--- config.mk ---
export PLATFORM = sky130hd
export DESIGN_NAME = clk_div_gen
export DESIGN_NICKNAME = d
export VERILOG_FILES = /design/src/rtl/clk_div_gen.sv
export SDC_FILE = /design/constraint.sdc
export NUM_CORES = 1
export LEC_CHECK = 0
export ABC_CLOCK_PERIOD_IN_PS = 12600
export BUFFER_PORTS_ARGS = -buffer_cell sky130_fd_sc_hd__buf_2
export CAP_MARGIN = 20
export CORE_MARGIN = 1
export CORE_UTILIZATION = 55
export CTS_BUF_LIST = sky130_fd_sc_hd__clkbuf_16
export CTS_CLUSTER_SIZE = 24
export DETAILED_ROUTE_END_ITERATION = 8
export HOLD_SLACK_MARGIN = 0.12
export PLACE_DENSITY = 0.82
export SLEW_MARGIN = 15
export SYNTH_ARGS = -nofsm -noshare
export SYNTH_HDL_FRONTEND = slang
export SYNTH_SLANG_ARGS = --single-unit
--- constraint.sdc ---
create_clock -name clk -period 12.6 [get_ports clk]
set_clock_uncertainty 0.1 [all_clocks]
set_input_delay 2.52 -clock clk [delete_from_list [all_inputs] [get_ports clk]]
set_output_delay 2.52 -clock clk [all_outputs]
set_load 0.01 [all_outputs]
--- src/rtl/clk_div_gen.sv ---
// clk_div_gen: runtime-programmable clock divider.
//
// Produces a registered divided clock and a one-cycle terminal-count strobe from the
// board clock. For divisor D the output is low for D - floor(D/2) cycles, then high for
// floor(D/2) cycles. A new divisor can be written at any time. It is held pending and
// applied only at a period boundary, so no partial period is ever produced.
//
// Parameters:
//   DIV_W       width of the divisor and the phase counter
//   DEFAULT_DIV divisor loaded at reset (10 gives the legacy 5-low/5-high waveform)
//
// Ports:
//   clk        board clock; all logic runs on the rising edge
//   reset      synchronous, active-high reset
//   en         count enable; 0 freezes the phase, clk_out and the applied divisor
//   div_wr     divisor write strobe, one cycle wide
//   div_in     requested divisor, sampled when div_wr=1; values below 2 are rejected
//   clk_out    registered divided clock
//   tick       high in the last cycle of each clk_out period (only while en=1)
//   cur_div    divisor currently in effect
//   div_busy   a written divisor is pending and has not yet been applied
//   div_err    one-cycle pulse after a rejected write
//   period_cnt (only with CLK_DIV_STAT_EN) free-running count of ticks, wraps at 2^32
//
// Optional feature macro: CLK_DIV_STAT_EN (adds period_cnt).

module clk_div_gen #(
  parameter int unsigned DIV_W       = 16,
  parameter int unsigned DEFAULT_DIV = 10
) (
  input  logic             clk,
  input  logic             reset,
  input  logic             en,
  input  logic             div_wr,
  input  logic [DIV_W-1:0] div_in,
  output logic             clk_out,
  output logic             tick,
  output logic [DIV_W-1:0] cur_div,
  output logic             div_busy,
  output logic             div_err
`ifdef CLK_DIV_STAT_EN
  ,
  output logic [31:0]      period_cnt
`endif
);

  logic [DIV_W-1:0] r_cnt;
  logic [DIV_W-1:0] r_cur_div;
  logic [DIV_W-1:0] r_pend_val;
  logic             r_pending;
  logic             r_clk_out;
  logic             r_div_err;

  logic             w_wr_ok;
  logic             w_wr_bad;
  logic             w_last;
  logic             w_tick;
  logic             w_apply;
  logic [DIV_W-1:0] w_cnt_d;
  logic [DIV_W-1:0] w_cur_div_d;
  logic [DIV_W-1:0] w_pend_val_d;
  logic             w_pending_d;
  logic [DIV_W-1:0] w_low_len_d;
  logic             w_clk_out_d;

  always_comb begin
    w_wr_ok  = div_wr && (div_in >= DIV_W'(2));
    w_wr_bad = div_wr && (div_in <  DIV_W'(2));
    w_last   = (r_cnt == (r_cur_div - DIV_W'(1)));
    w_tick   = en && w_last;
    // A valid write landing in the boundary cycle is applied immediately, even with
    // nothing pending, and wins over an older pending value.
    w_apply  = w_tick && (r_pending || w_wr_ok);

    w_cnt_d      = r_cnt;
    w_cur_div_d  = r_cur_div;
    w_pend_val_d = r_pend_val;
    w_pending_d  = r_pending;

    if (w_wr_ok) begin
      w_pend_val_d = div_in;
      w_pending_d  = 1'b1;
    end

    if (en) begin
      w_cnt_d = w_last ? '0 : r_cnt + DIV_W'(1);
    end

    if (w_apply) begin
      w_cur_div_d = w_wr_ok ? div_in : r_pend_val;
      w_pending_d = 1'b0;
    end

    // clk_out is registered but must reflect the phase of the cycle it is shown in, so
    // it is computed from next-state count and divisor.
    w_low_len_d = w_cur_div_d - (w_cur_div_d >> 1);
    w_clk_out_d = (w_cnt_d >= w_low_len_d);
  end

  always_ff @(posedge clk) begin
    if (reset) begin
      r_cnt      <= '0;
      r_cur_div  <= DIV_W'(DEFAULT_DIV);
      r_pend_val <= DIV_W'(DEFAULT_DIV);
      r_pending  <= 1'b0;
      r_clk_out  <= 1'b0;
      r_div_err  <= 1'b0;
    end else begin
      r_cnt      <= w_cnt_d;
      r_cur_div  <= w_cur_div_d;
      r_pend_val <= w_pend_val_d;
      r_pending  <= w_pending_d;
      r_clk_out  <= w_clk_out_d;
      r_div_err  <= w_wr_bad;
    end
  end

`ifdef CLK_DIV_STAT_EN
  logic [31:0] r_period_cnt;

  always_ff @(posedge clk) begin
    if (reset) begin
      r_period_cnt <= '0;
    end else if (w_tick) begin
      r_period_cnt <= r_period_cnt + 32'd1;
    end
  end

  assign period_cnt = r_period_cnt;
`endif

  assign clk_out  = r_clk_out;
  assign tick     = w_tick;
  assign cur_div  = r_cur_div;
  assign div_busy = r_pending;
  assign div_err  = r_div_err;

endmodule

### Yosys cells after proc, flatten, opt, wreduce, memory -nomap -nowiden

Index checks and enable logic that the tools add are counted.
Widths: inputs -> output; s select.

| operators by class | value |
|---|---|
| reduce and logical (&&, ||, !) cells | 6 |
| eq/ne operators | 1 |
| $lt $le $gt $ge | 3 |
| add/sub/neg operators | 3 |
| muxes and demuxes | 4 |

Operators with widths:

| operator | number |
|---|---|
| $mux 16 | 4 |
| $add 16x1->16 const B | 1 |
| $eq 16x16->1 | 1 |
| $ge 16x16->1 | 1 |
| $ge 16x2->1 const B | 1 |
| $lt 16x2->1 const B | 1 |
| $sub 16x1->16 const B | 1 |
| $sub 16x15->16 | 1 |
| $logic_and 1x1->1 | 4 |
| $reduce_or 2->1 | 1 |
| $logic_or 1x1->1 | 1 |

| word-level totals | value |
|---|---|
| register bits | 51 |
| logic and storage cells | 23 |
| input port bits | 20 |
| output and inout bits | 20 |

### Logic depth before layout (Yosys ltp)

| logic depth | value |
|---|---|
| depth in word-level cells | 7 |
| depth in mapped cells | 27 |
| gate-level depth less buffers | 25 |

### Least setup slack after synthesis

No wires, ideal clock.

| timing path | value |
|---|---|
| kind | in2reg |
| start point | input port div_in[12] |
| end point | register r_clk_out (netlist: clk_out) |
| required time | 12.385 ns |
| path slack | 5.322 ns |
| cell stages on the path | 23 |
| path buffers | 2 |
| arrival | 7.063 ns |
| cell sequence | nor4_1 nand4_1 and2_1 clkbuf_1 or2_2 nand4_4 buf_6 mux2i_1 ha_1 inv_1 fa_1 a21o_1 a21oi_1 o21bai_1 a31o_2 a211oi_1 o31ai_1 a21oi_1 xor2_1 ha_1 a211o_1 a211o_1 o21a_1 |

| on the way | value |
|---|---|
| longest elaborated chain between the ends | 7 |
| elaborated cells on any way between the ends | 8 |
| those cells by class | 1 x add/sub; 2 x order compare; 2 x mux; 3 x reduce/logical |

RTL lines:

| what | RTL line | source |
|---|---|---|
| start: declaration | 35 | `input logic [DIV_W-1:0] div_in,` |
| $ge 16x2->1 | 67 | `w_wr_ok = div_wr && (div_in >= DIV_W'(2));` |
| $logic_and 1x1->1 | 67 |  |
| $logic_or 1x1->1 | 73 | `w_apply = w_tick && (r_pending \|\| w_wr_ok);` |
| $logic_and 1x1->1 | 73 |  |
| $mux 16 * | 89 | `if (w_apply) begin` |
| $sub 16x15->16 * | 96 | `w_low_len_d = w_cur_div_d - (w_cur_div_d >> 1);` |
| $ge 16x16->1 * | 97 | `w_clk_out_d = (w_cnt_d >= w_low_len_d);` |
| end signal: assignment | 113 | `r_clk_out <= w_clk_out_d;` |
| end: declaration | 51 | `logic r_clk_out;` |

Every way passes the cells marked *; elsewhere a longest branch is shown, timed or not.
A chain may end at the register's enable or synchronous reset.

### Worst setup path after layout

Same ends and word-level chain as after synthesis.

==> results.cfg <==
[run_status]
outcome = completed

[drt]
via_count = 3315
ant_nets = 0
drc_errors = 0
wl_per_cell_um = 15.9
drtIter0Drc = 198
routed_wirelength_mm = 8.75
first_pass_iters = 4
via_per_inst = 6.03

[critical_path]
crit_required_ps = 12690
reg2regPathDepth = 24
cp-startpoint = div_in[12]
crit_path_end_kind = register
cp-start-kind = input port
worstReg2RegStart = cur_div[0]$_SDFF_PP0_
r2r_slack_ps = 5970
worstPathMaxFanout = 17
criticalPathCategory = in2reg
cp_data_arrival_time_ps = 7740
r2r_end = clk_out$_SDFF_PP0_

[synthesis]
synth_top_family_by_area = simple AND/OR/NAND/NOR gates
post_synth_fa_ha_maj_area_fraction_pct = 11.4
synth_nets = 497
seq_area_frac_synth_pct = 26.9
async_reset_ff_share_pct = 0
muxShareOfSynthArea_pct = 10.3
synth_compound_area_share_pct = 11.7
netlist_area_mm2 = 0.00379
yosys.area_share.simple_pct = 24.2
synth_xor_area_share_pct = 10.9
synth-warning-count = 0
syn_inst = 443
synth-seq-cells = 51
synthFlopType = dfxtp_1
synth.distinct_cells = 59
avgSynthCellArea_um2 = 8.56
synth-edff-count = 0

[clocking]
cts_resized = 0
cts_made_buffers = 5
cts_tree = built
h-tree-depth = 2
clockBufferDepth = 2
holdBufCountCts = 0
cts_root_buffer = clkbuf_16
clk_pin_slew_ps = 70
cts.sinks = 51
postCtsSetupRepairBufs = 0
clk_latency_ps = 290

[sta]
worstMarginPinSlew_ps = 715
finalCriticalPeriod_ps = 7660
hold_viol = 0
fmax_ghz = 0.131
grt_setup_unrepaired = no
final_max_slew_viol_count = 0
setup-tns-final_ps = 0
finalSetupViolations = 0
relSlewSlack_pct = 52.3
finalCritPeriodShare_pct = 60.8

[layout]
stdcell_area_mm2 = 0.00415
layout.nets = 526
area_growth_pct = 9.33
antennaDiodeCount = 0
drive_above_1_share_pct = 18.2

[grt]
globalRouteOverflowTotal = 0
grt_first_pass_wirelength_mm = 14.8
grt_antenna_before_repair = 0
first_global_vias = 3285
grt_use_total_pct = 25.5
grt_max_degree = 39

[placed_design]
place_area_mm2 = 0.00400
dp_hpwl_mm = 6.63
portBuffers = 39
gp_congestion = 0.885

[floorplanning]
rows = 29
die_h_um = 85.1
coreArea_mm2 = 0.00649
die-area_mm2 = 0.00723
die_width_um = 85.1
initial_core_util_pct = 58.4
io_pins = 40

[worst_hold_path]
min_path_cells = 2
worstHoldStart = r_cnt[15]$_SDFF_PP0_
hold_path.class = reg2reg
min_to = r_cnt[15]$_SDFF_PP0_

[power]
leakagePower_uw = 0.00195
powerDensity_mw_per_mm2 = 78.4
peakVddDrop_v = 0.0000824

[job]
maxCapViolCount = 0
==> cells in the final DEF, fill, tap and decap left out, drive strengths merged, types with 4 or more instances in the layout <==
| cell type | netlist | layout |
|---|---|---|
| nand2 | 18 | 18 |
| mux2i | 16 | 16 |
| a21o | 9 | 9 |
| nor2b | 18 | 18 |
| o21ai | 13 | 13 |
| a21oi | 15 | 15 |
| inv | 25 | 27 |
| nand2b | 7 | 7 |
| and2 | 4 | 4 |
| o31ai | 5 | 5 |
| buf | 6 | 39 |
| and3 | 6 | 6 |
| nor2 | 62 | 62 |
| or2 | 6 | 6 |
| nand4 | 6 | 6 |
| xor2 | 22 | 22 |
| clkbuf | 11 | 5 |
| nor4 | 10 | 10 |
| mux2 | 17 | 17 |
| ha | 33 | 33 |
| dfxtp | 51 | 51 |
| xnor2 | 25 | 25 |
| nor3 | 14 | 14 |
| nand3 | 4 | 4 |
==> per-layer routing <==
metal  global-route usage [%]  routed length, um  vias up
met1                     32.4               4040     1580
met4                     8.32                144        0
met3                     3.60                419       15
met2                     44.4               4150      114
met5                        0                  0        -
li1                         -                  -     1606
==> worst max-delay path by stage <==
stage | end | slack (ps) | cells after the start
floorplan | clk_out$_SDFF_PP0_ | 5320 | 23
global placement | clk_out$_SDFF_PP0_ | 4800 | 22
detailed placement | clk_out$_SDFF_PP0_ | 4660 | 22
CTS | clk_out$_SDFF_PP0_ | 4930 | 22
global route | clk_out$_SDFF_PP0_ | 4590 | 22
finish | clk_out$_SDFF_PP0_ | 4940 | 22
==> Yosys cell counts, types with 4 or more instances <==
library cell	n	area share, %
nor4_1	10	1.6
xnor2_1	25	5.8
ha_1	33	11
nand2b_1	7	1.2
and3_1	6	0.99
xor2_1	22	5.1
a21o_1	9	1.8
mux2_2	17	5.0
nor2b_1	18	3.0
nor2_1	61	6.0
nand4_1	5	0.82
a21oi_1	15	2.0
nand2_1	18	1.8
nor3_1	13	1.7
dfxtp_1	51	27
mux2i_1	6	1.6
o21ai_0	13	1.7
clkbuf_1	11	1.1
o31ai_1	5	0.99
and2_1	4	0.66
or2_2	4	0.66
inv_1	25	2.5
mux2i_2	10	3.6
nand3_1	4	0.53
==> registers in the layout, summed over array words and instances, names as in the netlist <==
register and count:
cur_div 16, r_cnt 16, r_pend_val 16, clk_out 1, div_busy 1, div_err 1
==> cell families (layout without fill, tap and decap cells) <==
kind of cell / after synthesis / count (layout)
AO/OA/AOI/OAI: 65 / 65
XOR/XNOR: 47 / 47
adder cells (fa/ha/maj): 34 / 34
buffers and inverters: 42 / 72
flip-flops: 51 / 51
multiplexers: 33 / 33
AND/OR/NAND/NOR: 171 / 171
==> cell type report <==
| class | instances | area (um2) |
|---|---|---|
| tap | 77 | 96.3 |
| sequential | 51 | 1020 |
| inverter | 25 | 93.8 |
| timing repair buffer | 39 | 195 |
| multi-input combinational | 350 | 2600 |
| clock inverter | 3 | 20.0 |
| clock buffer | 5 | 125 |
| fill | 535 | 2350 |
==> power by group <==
part,leakage [uW],total (uW),switching (uW),internal (uW)
registers,0.000415,166,1.64,165
clock network,0.0000716,136,62.0,73.7
logic,0.00146,22.9,11.9,11.0
total,0.00195,325,75.5,250
==> critical path, stage by stage <==
cell and delay (ps):
buf_2 110, nor4_1 290, nand4_1 150, and2_1 410
or2_2 410, nand4_4 320, mux2i_1 300, ha_1 220
inv_1 60, fa_1 410, a21o_1 180, a21oi_1 210
o21bai_1 100, a31o_2 280, a211oi_1 310, o31ai_1 120
a21oi_1 200, xor2_1 170, ha_1 260, a211o_1 280
a211o_1 270, o21a_1 160
==> through the flow <==
step                total power (uW)  utilization [%]  cells  worst slack, ps  hold slack, ps
finish                           325             63.9    550             4940             491
global route                     334             63.9    550             4590             516
CTS                              327             63.9    550             4930             488
detailed placement               193             61.6    542             4660             470
global placement                 192             61.6    542             4800             452
floorplan                        186                -    443             5320             430
Power figures use the tool's default switching activity.
